$ cat src/rtl/axi_master_if.sv
// axi_master_if: single-outstanding AXI4 INCR burst master bridge.
// Optional error reporting: define AXI_MASTER_RESP_ERR_EN.
module axi_master_if #(
  parameter int AXI_DATA_WIDTH = 64,
  parameter int AXI_ADDR_WIDTH = 64,
  parameter int AXI_ID_WIDTH   = 4,
  parameter int AXI_STRB_WIDTH = 8,
  parameter int AXI_USER_WIDTH = 1,
  parameter int MST_ID         = 0
) (
  input  logic                      clk,
  input  logic                      rst,
  input  logic                      req_valid,
  output logic                      req_ready,
  input  logic                      req_write,
  input  logic [AXI_ADDR_WIDTH-1:0] req_addr,
  input  logic [7:0]                req_len,
  input  logic [AXI_DATA_WIDTH-1:0] wr_data,
  input  logic [AXI_STRB_WIDTH-1:0] wr_strb,
  input  logic                      wr_valid,
  output logic                      wr_ready,
  output logic [AXI_DATA_WIDTH-1:0] rd_data,
  output logic                      rd_valid,
  input  logic                      rd_ready,
  output logic                      rd_last,
  output logic                      done_valid,
  output logic                      done_err,
  output logic [AXI_ADDR_WIDTH-1:0] aw_addr,
  output logic [7:0]                aw_len,
  output logic [2:0]                aw_size,
  output logic [1:0]                aw_burst,
  output logic [AXI_ID_WIDTH-1:0]   aw_id,
  output logic [2:0]                aw_prot,
  output logic [3:0]                aw_region,
  output logic                      aw_lock,
  output logic [3:0]                aw_cache,
  output logic [3:0]                aw_qos,
  output logic [AXI_USER_WIDTH-1:0] aw_user,
  output logic                      aw_valid,
  input  logic                      aw_ready,
  output logic [AXI_DATA_WIDTH-1:0] w_data,
  output logic [AXI_STRB_WIDTH-1:0] w_strb,
  output logic                      w_last,
  output logic [AXI_USER_WIDTH-1:0] w_user,
  output logic                      w_valid,
  input  logic                      w_ready,
  input  logic [1:0]                b_resp,
  input  logic [AXI_ID_WIDTH-1:0]   b_id,
  input  logic [AXI_USER_WIDTH-1:0] b_user,
  input  logic                      b_valid,
  output logic                      b_ready,
  output logic [AXI_ADDR_WIDTH-1:0] ar_addr,
  output logic [7:0]                ar_len,
  output logic [2:0]                ar_size,
  output logic [1:0]                ar_burst,
  output logic [AXI_ID_WIDTH-1:0]   ar_id,
  output logic [2:0]                ar_prot,
  output logic [3:0]                ar_region,
  output logic                      ar_lock,
  output logic [3:0]                ar_cache,
  output logic [3:0]                ar_qos,
  output logic [AXI_USER_WIDTH-1:0] ar_user,
  output logic                      ar_valid,
  input  logic                      ar_ready,
  input  logic [AXI_DATA_WIDTH-1:0] r_data,
  input  logic [1:0]                r_resp,
  input  logic                      r_last,
  input  logic [AXI_ID_WIDTH-1:0]   r_id,
  input  logic [AXI_USER_WIDTH-1:0] r_user,
  input  logic                      r_valid,
  output logic                      r_ready
);

  localparam int SIZE = $clog2(AXI_STRB_WIDTH);
  localparam logic [AXI_ADDR_WIDTH-1:0] LOW =
    AXI_ADDR_WIDTH'(AXI_STRB_WIDTH - 1);

  typedef enum logic [2:0] {
    S_IDLE, S_AW, S_W, S_B, S_AR, S_R
  } state_t;

  state_t                    state;
  logic [AXI_ADDR_WIDTH-1:0] addr_q;
  logic [7:0]                len_q;
  logic [7:0]                beat_cnt;
  logic                      last_beat;
  logic                      w_hs;
  logic                      r_hs;

  assign last_beat = (beat_cnt == len_q);
  assign w_hs = (state == S_W) && wr_valid && w_ready;
  assign r_hs = (state == S_R) && r_valid && rd_ready;

  assign req_ready = (state == S_IDLE) && !rst;

  assign aw_addr   = addr_q;
  assign aw_len    = len_q;
  assign aw_size   = 3'(SIZE);
  assign aw_burst  = 2'b01;
  assign aw_id     = AXI_ID_WIDTH'(MST_ID);
  assign aw_prot   = 3'd0;
  assign aw_region = 4'd0;
  assign aw_lock   = 1'b0;
  assign aw_cache  = 4'b0011;
  assign aw_qos    = 4'd0;
  assign aw_user   = '0;
  assign aw_valid  = (state == S_AW);

  assign ar_addr   = addr_q;
  assign ar_len    = len_q;
  assign ar_size   = 3'(SIZE);
  assign ar_burst  = 2'b01;
  assign ar_id     = AXI_ID_WIDTH'(MST_ID);
  assign ar_prot   = 3'd0;
  assign ar_region = 4'd0;
  assign ar_lock   = 1'b0;
  assign ar_cache  = 4'b0011;
  assign ar_qos    = 4'd0;
  assign ar_user   = '0;
  assign ar_valid  = (state == S_AR);

  assign w_data   = wr_data;
  assign w_strb   = wr_strb;
  assign w_user   = '0;
  assign w_last   = (state == S_W) && last_beat;
  assign w_valid  = (state == S_W) && wr_valid;
  assign wr_ready = (state == S_W) && w_ready;

  assign b_ready = (state == S_B);

  assign rd_data  = r_data;
  assign rd_valid = (state == S_R) && r_valid;
  assign rd_last  = (state == S_R) && last_beat;
  assign r_ready  = (state == S_R) && rd_ready;

  assign done_valid = ((state == S_B) && b_valid) ||
                      (r_hs && last_beat);

`ifdef AXI_MASTER_RESP_ERR_EN
  logic err_q;
  logic r_err;

  // r_last disagreeing with our own count is a protocol error
  assign r_err = r_resp[1] | (r_last != last_beat);

  assign done_err =
    ((state == S_B) && b_valid && b_resp[1]) ||
    (r_hs && last_beat && (err_q | r_err));

  // accumulate read-beat errors across the burst
  always_ff @(posedge clk) begin
    if (rst) begin
      err_q <= 1'b0;
    end else if (state == S_IDLE) begin
      err_q <= 1'b0;
    end else if (r_hs) begin
      err_q <= err_q | r_err;
    end
  end

  logic unused_sig;
  assign unused_sig = ^{b_resp[0], r_resp[0], b_id,
                        b_user, r_id, r_user};
`else
  assign done_err = 1'b0;

  logic unused_sig;
  assign unused_sig = ^{b_resp, r_resp, r_last, b_id,
                        b_user, r_id, r_user};
`endif

  // transaction sequencing: request, address, data, response
  always_ff @(posedge clk) begin
    if (rst) begin
      state    <= S_IDLE;
      addr_q   <= '0;
      len_q    <= '0;
      beat_cnt <= '0;
    end else begin
      unique case (state)
        S_IDLE: begin
          if (req_valid) begin
            addr_q   <= req_addr & ~LOW;
            len_q    <= req_len;
            beat_cnt <= '0;
            state    <= req_write ? S_AW : S_AR;
          end
        end
        S_AW: begin
          if (aw_ready) state <= S_W;
        end
        S_W: begin
          if (w_hs) begin
            beat_cnt <= beat_cnt + 8'd1;
            if (last_beat) state <= S_B;
          end
        end
        S_B: begin
          if (b_valid) state <= S_IDLE;
        end
        S_AR: begin
          if (ar_ready) state <= S_R;
        end
        S_R: begin
          if (r_hs) begin
            beat_cnt <= beat_cnt + 8'd1;
            if (last_beat) state <= S_IDLE;
          end
        end
        default: state <= S_IDLE;
      endcase
    end
  end

endmodule

$ cat config.mk
export PLATFORM = sky130hd
export DESIGN_NAME = axi_master_if
export DESIGN_NICKNAME = d
export VERILOG_FILES = /design/src/rtl/axi_master_if.sv
export SDC_FILE = /design/constraint.sdc
export NUM_CORES = 1
export LEC_CHECK = 0
export ABC_AREA = 1
export ABC_CLOCK_PERIOD_IN_PS = 1400
export BUFFER_PORTS_ARGS = -buffer_cell sky130_fd_sc_hd__buf_2
export CAP_MARGIN = 10
export CORE_AREA = 2 2 223 225
export CTS_BUF_LIST = sky130_fd_sc_hd__clkbuf_16
export DETAILED_ROUTE_END_ITERATION = 10
export DIE_AREA = 0 0 225 227
export PLACE_DENSITY = 0.35
export RECOVER_POWER = 100
export SLEW_MARGIN = 20
export SYNTH_ARGS = -nofsm -noshare
export SYNTH_HDL_FRONTEND = slang
export SYNTH_SLANG_ARGS = --single-unit
export TNS_END_PERCENT = 1
$ cat constraint.sdc
create_clock -name clk -period 1.4 [get_ports clk]
set_input_delay 0.28 -clock clk [delete_from_list [all_inputs] [get_ports clk]]
set_output_delay 0.28 -clock clk [all_outputs]
set_load 0.005 [all_outputs]
==> impl_metrics.env <==
export IMPL_cp_data_required_time_ns=1.12
export IMPL_core_area_um2=48500
export IMPL_worstPathMaxFanout=2
export IMPL_ios=579
export IMPL_cts_buffers=9
export IMPL_min_period_ns=1.72
export IMPL_internal_power_mw=6.73
export IMPL_switching_power_mw=4.43
export IMPL_viasPerCell=2.95
export IMPL_reg2reg_from="state[1]$_SDFFE_PP0P_"
export IMPL_synth_xor_area_share=0.00660
export IMPL_status="finished, violations left"
export IMPL_die_x_um=225
export IMPL_hp_class="in -> reg"
export IMPL_fmax_mhz=580
export IMPL_min_delay_start="req_addr[5]"
export IMPL_root_buffer="clkbuf_16"
export IMPL_setup_worst_path_class="reg -> out"
export IMPL_place_area_um2=5980
export IMPL_synthMuxAreaShare=0
export IMPL_pwr_share_clk=0.234
export IMPL_synth_ff_type="dfxtp_1"
export IMPL_fill_cells=5653
export IMPL_skew_ns=0.00789
export IMPL_max_cap_viol_count=0
export IMPL_hold_end="ar_addr[5]$_SDFFE_PP0P_"
export IMPL_crit_path_end_kind="primary output"
export IMPL_grt_pass1_wl_um=22400
export IMPL_hold_viol=0
export IMPL_clock_sinks=80
export IMPL_grt_use_total=0.0617
export IMPL_drc=0
export IMPL_yosys_area_top_type_share=0.375
export IMPL_synth_seq_area_share=0.302
export IMPL_synth_seq_cells=80
export IMPL_start_kind="register"
export IMPL_syn_inst=715
export IMPL_layout_setup_ws_ns=-0.323
export IMPL_synth_top_family_by_area="buffers and inverters"
export IMPL_die_area_um2=51100
export IMPL_yosysUniqueCellTypes=28
export IMPL_clk_latency_ns=0.38
export IMPL_syn_cell_area_um2=5310
export IMPL_fp_dieH_um=227
export IMPL_synth_edf_count=0
export IMPL_hold_depth=3
export IMPL_layout_drive_gt1_share=0.369
export IMPL_cts_buffer_depth=2
export IMPL_violations="setup timing"
export IMPL_h_tree_depth=3
export IMPL_grt_start_max_net_pins=38
export IMPL_wire_per_inst_um=11.4
export IMPL_layout_commonest_cell="buf_2"
export IMPL_layout_common_cells="buf_2 (149), inv_1 (89), clkbuf_1 (78)"
export IMPL_p_total_mw=11.2
export IMPL_worst_r2r_endpoint="beat_cnt[0]$_SDFFE_PP0P_"
export IMPL_maxSlewViolCount=0
export IMPL_path_clk_slew_ns=0.07
export IMPL_avgSynthCellArea_um2=7.43
export IMPL_rsz0062_at_grt="yes"
export IMPL_post_route_period_util=1.23
export IMPL_power_frac_seq=0.324
export IMPL_synthAdderAreaFrac=0.00236
export IMPL_synthArstFlopShare=0
export IMPL_yosysWarnings=0
export IMPL_fin_nets=1034
export IMPL_fin_util=0.132
export IMPL_ir_drop_mv=0.550
export IMPL_leakage_nw=2.86
export IMPL_finalWeightedCongestion=0.688
export IMPL_hpwlAfterDp_um=13100
export IMPL_diodes=0
export IMPL_setup_viol=46
export IMPL_synth_compound_area_frac=0.152
export IMPL_yosys_area_top_type="buf_4"
export IMPL_crit_arrival_ns=1.44
export IMPL_combPwrFrac=0.441
export IMPL_antenna_found_initial=3
export IMPL_postRouteAntennaNets=0
export IMPL_portBuffers=228
export IMPL_netSwitchingFraction=0.397
export IMPL_cts_tree="done"
export IMPL_yosys_area_share_simple=0.0761
export IMPL_cellPowerDensity_nw_per_um2=1750
export IMPL_grt_pass1_vias=3789
export IMPL_drt_iter0_markers=73
export IMPL_wirelength_um=16300
export IMPL_design_area_um2=6390
export IMPL_grt_ovfl_total=0
export IMPL_synthToLayoutAreaGrowth_pct=20.4
export IMPL_firstDrtPassIters=4
export IMPL_reg2reg_depth=10
export IMPL_via_count=4213
export IMPL_synth_area_leaders="buf_4 (37%), dfxtp_1 (30%), o21ai_0 (7.3%)"
export IMPL_row_count=81
export IMPL_rrSetupSlack_ns=-0.10
export IMPL_initial_utilization=0.109
[routing by layer]
metal  up-vias  GRT usage  part of all wire
li1       2072          -                 -
met1      1800     0.0606              0.37
met2       268     0.0984              0.47
met3        69     0.0342              0.11
met4         4     0.0451             0.050
met5         -          0            0.0014
[metrics by stage]
stage / cells / hold slack, ns / setup WS, ns / setup TNS (ns)
6_report: 1426 / 0.171 / -0.323 / -3.83
4_1_cts: 1426 / 0.131 / -0.402 / -3.98
3_5_place_dp: 1406 / 0.446 / -0.127 / -1.21
5_1_grt: 1426 / 0.141 / -0.425 / -12.17
3_3_place_gp: 1406 / 0.440 / -0.145 / -0.986
2_1_floorplan: 773 / 0.349 / 0.0161 / 0
[synth_stat cells (3+ instances only)]
library cell,number
clkbuf_1,15
o21ai_0,77
nand3_1,12
dfxtp_1,80
nor2_1,21
inv_1,96
xnor2_1,3
buf_4,265
nand2_1,42
a21oi_1,76
buf_2,7
[cells by family after synthesis]
logic type / after synthesis
AO/OA/AOI/OAI: 157
XOR/XNOR: 4
adder cells (fa/ha/maj): 1
buffers and inverters: 384
flip-flops: 80
other: 2
AND/OR/NAND/NOR: 87
[power groups by stage]
stage               Clock (mW)  Combinational (mW)  Sequential (mW)
CTS                       2.83                5.08             3.62
detailed placement           0                4.90             3.64
global route              2.88                5.59             3.76
floorplan                    0                3.17             3.66
finish                    2.62                4.93             3.62
global placement             0                4.95             3.61
[flip-flops by register name (all words and copies together) (netlist names)]
name,cells
beat_cnt,8
ar_len,8
state,3
ar_addr,61
[repair_timing]
action,CTS,global route
endpoints found under the setup margin,48,51
hold buffers,0,0
gates resized for setup,34,55
pin swaps,6,13
buffers inserted,4,0
[layout make-up]
class / instances / area (um^2) / area share
repair buffers: 303 / 1680 / 0.263
multi-input cells: 309 / 1640 / 0.256
flip-flops and latches: 80 / 1620 / 0.253
well taps: 622 / 778 / 0.122
inverters: 96 / 360 / 0.0564
clock buffers: 9 / 225 / 0.0352
clock inverters: 7 / 88.8 / 0.0139
[worst max path at each step]
stage          cells past startpoint  slack, ns                  endpoint                startpoint
2_1_floorplan                      6       0.02  ar_addr[10]$_SDFFE_PP0P_     state[0]$_SDFFE_PP0P_
3_3_place_gp                       8      -0.15                done_valid    ar_len[1]$_SDFFE_PP0P_
3_5_place_dp                       8      -0.13                done_valid    ar_len[1]$_SDFFE_PP0P_
4_1_cts                            6      -0.40                done_valid  beat_cnt[0]$_SDFFE_PP0P_
5_1_grt                            6      -0.43                done_valid    ar_len[0]$_SDFFE_PP0P_
6_report                           8      -0.32                done_valid     state[1]$_SDFFE_PP0P_
[critical path, stage by stage (launching register included)]
cell     delay [ns]
dfxtp_2        0.33
buf_6          0.12
inv_2          0.06
nand3_4        0.07
nor2_4         0.10
nand2_2        0.06
buf_4          0.12
o21ai_1        0.09
buf_2          0.12
No activity file was read; power rests on OpenSTA's default activity.
